## src/rtl/cpu_supervisor_pkg.sv

```systemverilog
// Shared definitions for the csm core supervisor:
// state encodings and verdict bit positions for LED mapping.
package cpu_supervisor_pkg;

    typedef enum logic [2:0] {
        ST_INIT  = 3'd0,
        ST_IDLE  = 3'd1,
        ST_START = 3'd2,
        ST_RUN   = 3'd3,
        ST_DONE  = 3'd4
    } state_t;

    localparam int V_DONE    = 0;
    localparam int V_PASSED  = 1;
    localparam int V_TIMEOUT = 2;

endpackage

```

## src/rtl/cpu_supervisor_sat.sv

```systemverilog
// Saturating up-counter with synchronous clear; clear wins over enable.
// o_max flags the all-ones value where counting stops.
module sat_counter #(
    parameter int W = 8
) (
    input  logic         i_clk,
    input  logic         i_rst_n,
    input  logic         i_clr,
    input  logic         i_en,
    output logic [W-1:0] o_count,
    output logic         o_max
);

    assign o_max = &o_count;

    always_ff @(posedge i_clk or negedge i_rst_n) begin
        if (!i_rst_n) begin
            o_count <= '0;
        end else if (i_clr) begin
            o_count <= '0;
        end else if (i_en && !o_max) begin
            o_count <= o_count + 1'b1;
        end
    end

endmodule

```

## src/rtl/cpu_supervisor.sv

```systemverilog
// Start-up sequencer, watchdog and verdict latch for the csm core.
// Every output decodes from registers, never from inputs directly.
module cpu_supervisor
    import cpu_supervisor_pkg::*;
#(
    parameter int INIT_DELAY = 3,
    parameter int TIMEOUT    = 0,
    parameter int CNT_W      = 24,
    parameter int AUTO_START = 1
) (
    input  logic             i_clk,
    input  logic             i_rst_n,
    input  logic             i_start,
    input  logic             i_running,
    input  logic             i_status,
    output logic             o_run,
    output logic             o_busy,
    output logic             o_done,
    output logic             o_passed,
    output logic             o_timeout,
    output logic [CNT_W-1:0] o_cycles
);

    localparam int DW = (INIT_DELAY > 0) ? $clog2(INIT_DELAY + 1) : 1;
    localparam logic [DW-1:0] DLY_INIT = DW'(INIT_DELAY);
    localparam logic [CNT_W-1:0] TO_LAST =
        CNT_W'((TIMEOUT > 0) ? TIMEOUT - 1 : 0);

    state_t           state;
    state_t           state_n;
    logic [DW-1:0]    delay;
    logic [DW-1:0]    delay_n;
    logic [2:0]       verdict;
    logic [2:0]       verdict_n;
    logic             cnt_clr;
    logic             cnt_en;
    logic             cnt_max;
    logic [CNT_W-1:0] cycles;
    logic             busy;
    logic             halt;
    logic             wd_hit;

    sat_counter #(.W(CNT_W)) u_cycles (
        .i_clk   (i_clk),
        .i_rst_n (i_rst_n),
        .i_clr   (cnt_clr),
        .i_en    (cnt_en),
        .o_count (cycles),
        .o_max   (cnt_max)
    );

    assign busy   = (state == ST_START) || (state == ST_RUN);
    assign halt   = (state == ST_RUN) && !i_running;
    assign wd_hit = (TIMEOUT != 0) && busy && (cycles == TO_LAST);

    always_ff @(posedge i_clk or negedge i_rst_n) begin
        if (!i_rst_n) begin
            state   <= ST_INIT;
            delay   <= DLY_INIT;
            verdict <= '0;
        end else begin
            state   <= state_n;
            delay   <= delay_n;
            verdict <= verdict_n;
        end
    end

    always_comb begin
        state_n   = state;
        delay_n   = delay;
        verdict_n = verdict;
        cnt_clr   = 1'b0;
        cnt_en    = 1'b0;
        case (state)
            ST_INIT: begin
                if (delay == '0) begin
                    state_n = (AUTO_START != 0) ? ST_START : ST_IDLE;
                end else begin
                    delay_n = delay - 1'b1;
                end
            end
            ST_IDLE, ST_DONE: begin
                if (i_start) begin
                    state_n   = ST_START;
                    cnt_clr   = 1'b1;
                    verdict_n = '0;
                end
            end
            ST_START: begin
                if (wd_hit) begin
                    state_n              = ST_DONE;
                    verdict_n            = '0;
                    verdict_n[V_DONE]    = 1'b1;
                    verdict_n[V_TIMEOUT] = 1'b1;
                end else begin
                    cnt_en = !cnt_max;
                    if (i_running) state_n = ST_RUN;
                end
            end
            ST_RUN: begin
                // A halt on the watchdog edge still reports the core's status
                if (halt) begin
                    state_n             = ST_DONE;
                    verdict_n           = '0;
                    verdict_n[V_DONE]   = 1'b1;
                    verdict_n[V_PASSED] = i_status;
                end else if (wd_hit) begin
                    state_n              = ST_DONE;
                    verdict_n            = '0;
                    verdict_n[V_DONE]    = 1'b1;
                    verdict_n[V_TIMEOUT] = 1'b1;
                end else begin
                    cnt_en = !cnt_max;
                end
            end
            default: state_n = ST_IDLE;
        endcase
    end

    assign o_run     = busy;
    assign o_busy    = busy;
    assign o_done    = verdict[V_DONE];
    assign o_passed  = verdict[V_PASSED];
    assign o_timeout = verdict[V_TIMEOUT];
    assign o_cycles  = cycles;

endmodule

```

## config.mk

```make
export PLATFORM = sky130hd
export DESIGN_NAME = cpu_supervisor
export DESIGN_NICKNAME = d
export VERILOG_FILES = /design/src/rtl/cpu_supervisor_pkg.sv /design/src/rtl/cpu_supervisor_sat.sv /design/src/rtl/cpu_supervisor.sv
export SDC_FILE = /design/constraint.sdc
export NUM_CORES = 1
export LEC_CHECK = 0
export ABC_AREA = 1
export CORE_MARGIN = 2
export CORE_UTILIZATION = 50
export CTS_BUF_LIST = sky130_fd_sc_hd__clkbuf_16
export CTS_CLUSTER_DIAMETER = 30
export CTS_CLUSTER_SIZE = 14
export DETAILED_ROUTE_END_ITERATION = 7
export PLACE_DENSITY = 0.78
export SYNTH_ARGS = -nofsm -noshare
export SYNTH_HDL_FRONTEND = slang
export SYNTH_SLANG_ARGS = --single-unit
```

## constraint.sdc

```tcl
create_clock -name i_clk -period 2.15 [get_ports i_clk]
set_clock_uncertainty 0.2 [all_clocks]
set_input_delay 0.645 -clock i_clk [delete_from_list [all_inputs] [get_ports i_clk]]
set_output_delay 0.645 -clock i_clk [all_outputs]
set_load 0.05 [all_outputs]
```

## After elaboration in Yosys (flattened, before gate mapping)

Cells that the tools add are included.
Widths: inputs -> output; s select.

- Bitwise gates (word level): 1
- Mux-type cells: 14
- Equality and inequality tests: 8
- Add/subtract/negate cells: 2
- Reduce and logical (&&, ||, !) cells: 14

Operators with widths:

| kind | number |
|---|---|
| $mux 24 | 2 |
| $add 24x1->24 const B | 1 |
| $reduce_and 24->1 | 1 |
| $mux 3 | 6 |
| $pmux 3 s4 | 1 |
| $ne 2x2->1 const B | 4 |
| $eq 3x2->1 const B | 2 |
| $pmux 3 s2 | 1 |
| $reduce_and 4->1 | 1 |
| $reduce_bool 2->1 | 2 |
| $eq 3x1->1 const B | 1 |
| $eq 3x3->1 const B | 1 |
| $logic_not 3->1 | 1 |
| $mux 1 | 3 |
| $reduce_and 3->1 | 1 |
| $logic_and 1x1->1 | 2 |
| $logic_not 1->1 | 2 |
| $logic_not 2->1 | 1 |
| $pmux 1 s2 | 1 |
| $reduce_and 2->1 | 1 |
| $reduce_or 2->1 | 1 |
| $sub 2x1->2 const B | 1 |
| $logic_or 1x1->1 | 1 |
| $not 1->1 | 1 |

- Word-level logic and storage cells: 43
- Input port bits: 5
- Bits in registers: 32

## Longest topological paths before layout

- Depth after elaboration: 7
- Gate-level depth with buffers: 10

## Hierarchy

A second synthesis with hierarchy kept.

- Cells, all modules: 300
- Area total of the unflattened synthesis: 2,112.0 sq um

By module, submodules not included:

| module | instances | cells an instance | area each (sq um) |
|---|---|---|---|
| sat_counter | 1 | 247 | 1,657.8 |
| cpu_supervisor | 1 | 53 | 454.2 |

## Worst setup path before layout

No wires, ideal clock.

- Path kind: register to output
- Start: register state[1]
- End: output port o_run
- Path buffers: 1
- Data required time: 1,305 ps
- Arrival: 1,429 ps
- Slack: -124 ps
- Cell stages (with the launch flop): 4
- Cells stage by stage: dfrtp_1 -> inv_1 -> nor2_1 -> buf_4

- Word-level cells in the longest chain between the ends: 2
- Elaborated cells on any way between the ends: 3

Ends and longest elaborated chain:

| item | RTL line | text |
|---|---|---|
| start: declaration | cpu_supervisor.sv:29 | `state_t state;` |
| start signal: assignment | cpu_supervisor.sv:62 | `state <= state_n;` |
| $eq 3x2->1 | cpu_supervisor.sv:52 | `assign busy = (state == ST_START) \|\| (state == ST_RUN);` |
| $logic_or 1x1->1 * | cpu_supervisor.sv:52 |  |
| end: declaration | cpu_supervisor.sv:16 | `output logic o_run,` |

Mark *: on every way between the ends. The rest lies on a longest branch, timed or not.

## Worst setup path in the final report

- Start: input port i_running
- End: register u_cycles.o_count[10]

- Word-level cells in the longest chain between the ends: 6

Ends and longest elaborated chain:

| item | RTL line | text |
|---|---|---|
| start: declaration | cpu_supervisor.sv:14 | `input logic i_running,` |
| $logic_not 1->1 | cpu_supervisor.sv:53 | `assign halt = (state == ST_RUN) && !i_running;` |
| $logic_and 1x1->1 | cpu_supervisor.sv:53 |  |
| $mux 1 | cpu_supervisor.sv:102 | `if (halt) begin` |
| $pmux 1 s2 | cpu_supervisor.sv:74 | `case (state)` |
| $logic_and 1x1->1 | cpu_supervisor_sat.sv:21 | `end else if (i_en && !o_max) begin` |
| $reduce_bool 2->1 (no source line) | n/a |  |
| end signal: assignment | cpu_supervisor_sat.sv:22 | `o_count <= o_count + 1'b1;` |
| end: declaration | cpu_supervisor_sat.sv:10 | `output logic [W-1:0] o_count,` |

Every way passes these cells.
A chain may end at the register's enable or synchronous reset.

==> metrics.yaml <==
status: "finished, final reports clean"
fin_crit_ns: 2.08
fmax_mhz: 480
worst_hold_slack_ns: 0.301
synth_area_per_cell_um2: 6.97
vias: 2016
drc: 0
ys_ff_latch: 31
powerDensity_nw_per_um2: 1110
n_antenna_cell: 0
critPathBufInv: 3
dieWidth_um: 67.5
synth_nets: 296
tns_ns: 0
grtUsageTotal: 0.258
nets: 336
post-dp-hpwl_um: 3540
setup_viol: 0
multi_input_area_um2: 1090
layout_commonest_cell: "nand2_1"
power_leakage_uw: 0.00132
netlist_area_um2: 2020
cts_buffers: 5
start_util: 0.511
slew_viol_final: 0
fin_util: 0.718
cts-root-buf: "clkbuf_16"
rows: 23
synth_seq_area_share: 0.386
critPathTopFamily: "buffers and inverters"
timing.final.hold_violations: 0
n_fill_cell: 277
firstDrtPassIters: 4
grt_pass1_wl_um: 8770
peakVddDrop_v: 0.000977
rsz0062_at_grt: "no"
fin_area_um2: 2830
yosysWarnings: 0
drive_above_1_share: 0.173
timing_worst_setup_path_type: "in2reg"
final-seq-area_um2: 781
worstSkewPairLatency_ns: 0.28
cts_buffer_depth: 2
crit_path_end_kind: "register"
cts_sinks: 31
antenna_found_initial: 0
final_cell_mix: "nand2_1, nor2_1, buf_12, dfrtp_1, inv_1"
cts_hold_buf: 0
grt_pass1_vias: 2036
cpMostUsedCell: "nor2_1"
drt-total-wl_um: 5090
synth_cell_type_count: 25
synthCells: 289
cap_viol_max_count: 0
drt_iter0_markers: 194
grt_max_degree: 32
wl_per_cell_um: 13.4
cts_setup_buffers: 0
worst_ep_arrival_time_ns: 2.10
htree_levels: 2
die_area_um2: 4560
dpl-instance-area_um2: 2690
critPathMaxFanout: 16
via_per_inst: 5.31
die_y_um: 67.5
start_kind: "input pin"
slowest_stage: "clkdlybuf4s50_1"
core_area_um2: 3940
area_growth_pct: 40.5
io_pins: 34
cp.required_ns: 2.16
finalCritPeriodShare: 0.970
cp_cell_sequence: "clkdlybuf4s50_1 -> inv_1 -> nor2_1 -> nor2_1 -> a21oi_4 -> buf_4 -> nand3_1 -> nand2_1"
clkSlewWorstSetupHoldPaths_ns: 0.05
ant_nets: 0
slowest_delay_ns: 0.46
gr-total-overflow: 0
gp_congestion: 0.947
portBuffers: 32
hold_path.class: "reg2reg"
cts_tree: "built"
cells by family after synthesis:
kind of cell	after synthesis	share of synthesized area
DFF	31	0.386
xor gates and xnor gates	14	0.0608
AOI/OAI and AO/OA	12	0.0379
buffers and inverters	33	0.0764
adders and majority gates	2	0.0124
and+or+nand+nor	196	0.425
other	1	0.00186
layout make-up:
type,count,share of cell area
Clock buffer,5,0.0442
Tap cell,50,0.0221
Inverter,25,0.0331
Timing Repair Buffer,41,0.236
Clock inverter,3,0.00442
Multi-Input combinational cell,225,0.384
Sequential cell,31,0.276
repair_timing:
action / 4_1_cts / 5_1_grt
setup endpoints to repair: 0 / 14
gates resized for setup: 0 / 1
endpoints found under the hold margin: 0 / 0
worst paths after layout:
| path | start | cells past startpoint | end | slack [ns] |
|---|---|---|---|---|
| worst min register to register | delay[1] | 2 | delay[1] | 0.30 |
| worst max-delay path | i_running | 8 | u_cycles.o_count[10] | 0.07 |
| worst min-delay path | delay[1] | 2 | delay[1] | 0.30 |
| min in group asynchronous | i_rst_n | 2 | u_cycles.o_count[5] | 0.54 |
| max in group asynchronous | i_rst_n | 2 | delay[1] | 0.97 |
| worst max register to register | u_cycles.o_count[1] | 9 | u_cycles.o_count[7] | 0.17 |
per-layer routing:
metal,share of wire,wire [µm],vias to the layer above,track usage
met5,0,0,-,0
met4,0.022,114,0,0.135
met3,0.058,293,14,0.0583
met2,0.51,2580,72,0.422
met1,0.41,2100,938,0.316
li1,-,-,992,-
state kept, by name, summed over array words and instances, names as in the netlist:
signal and flops:
verdict 2, delay 2, u_cycles.o_count 24, state 3
cells in the mapped netlist:
master / instances / area [µm²]
a21oi_4: 1 / 16.3
xnor2_1: 2 / 17.5
ha_1: 2 / 25.0
nand4_1: 11 / 68.8
nand2_1: 114 / 428
buf_6: 2 / 22.5
o21ai_0: 9 / 45.0
nor2_2: 1 / 6.26
nand3_2: 1 / 10.0
nor2_4: 2 / 22.5
nor2_8: 1 / 20.0
nand2_2: 1 / 6.26
clkbuf_1: 2 / 7.51
nand3_1: 23 / 115
xor2_1: 12 / 105
nor3_1: 2 / 10.0
conb_1: 1 / 3.75
nand3b_1: 5 / 37.5
o21bai_1: 2 / 15.0
dfstp_2: 2 / 52.6
inv_1: 24 / 90.1
inv_2: 1 / 3.75
nor2_1: 35 / 131
dfrtp_1: 29 / 726
buf_4: 4 / 30.0
where the power goes:
part,internal [µW],leakage [µW],switching [µW]
Combinational,661,0.000838,992
Sequential,687,0.000413,135
Clock,417,0.0000724,237
through the flow:
step	cells	setup slack [ns]	total power, µW
2_1_floorplan	289	0.0993	1810
3_3_place_gp	372	-0.0624	2420
3_5_place_dp	372	-0.205	2470
4_1_cts	380	0.0749	3140
5_1_grt	380	0.00272	3300
6_report	380	0.0651	3130
worst reg2reg max path, stage by stage, from the launching register on:
cell and delay (ns):
dfrtp_2 0.38, ha_2 0.26, nand3_2 0.13, inv_2 0.13, nand2_2 0.10, nor2_4 0.17, a21oi_4 0.10, buf_4 0.22
nand3b_1 0.12, nand2_1 0.06
No activity file was read; power rests on OpenSTA's default activity.
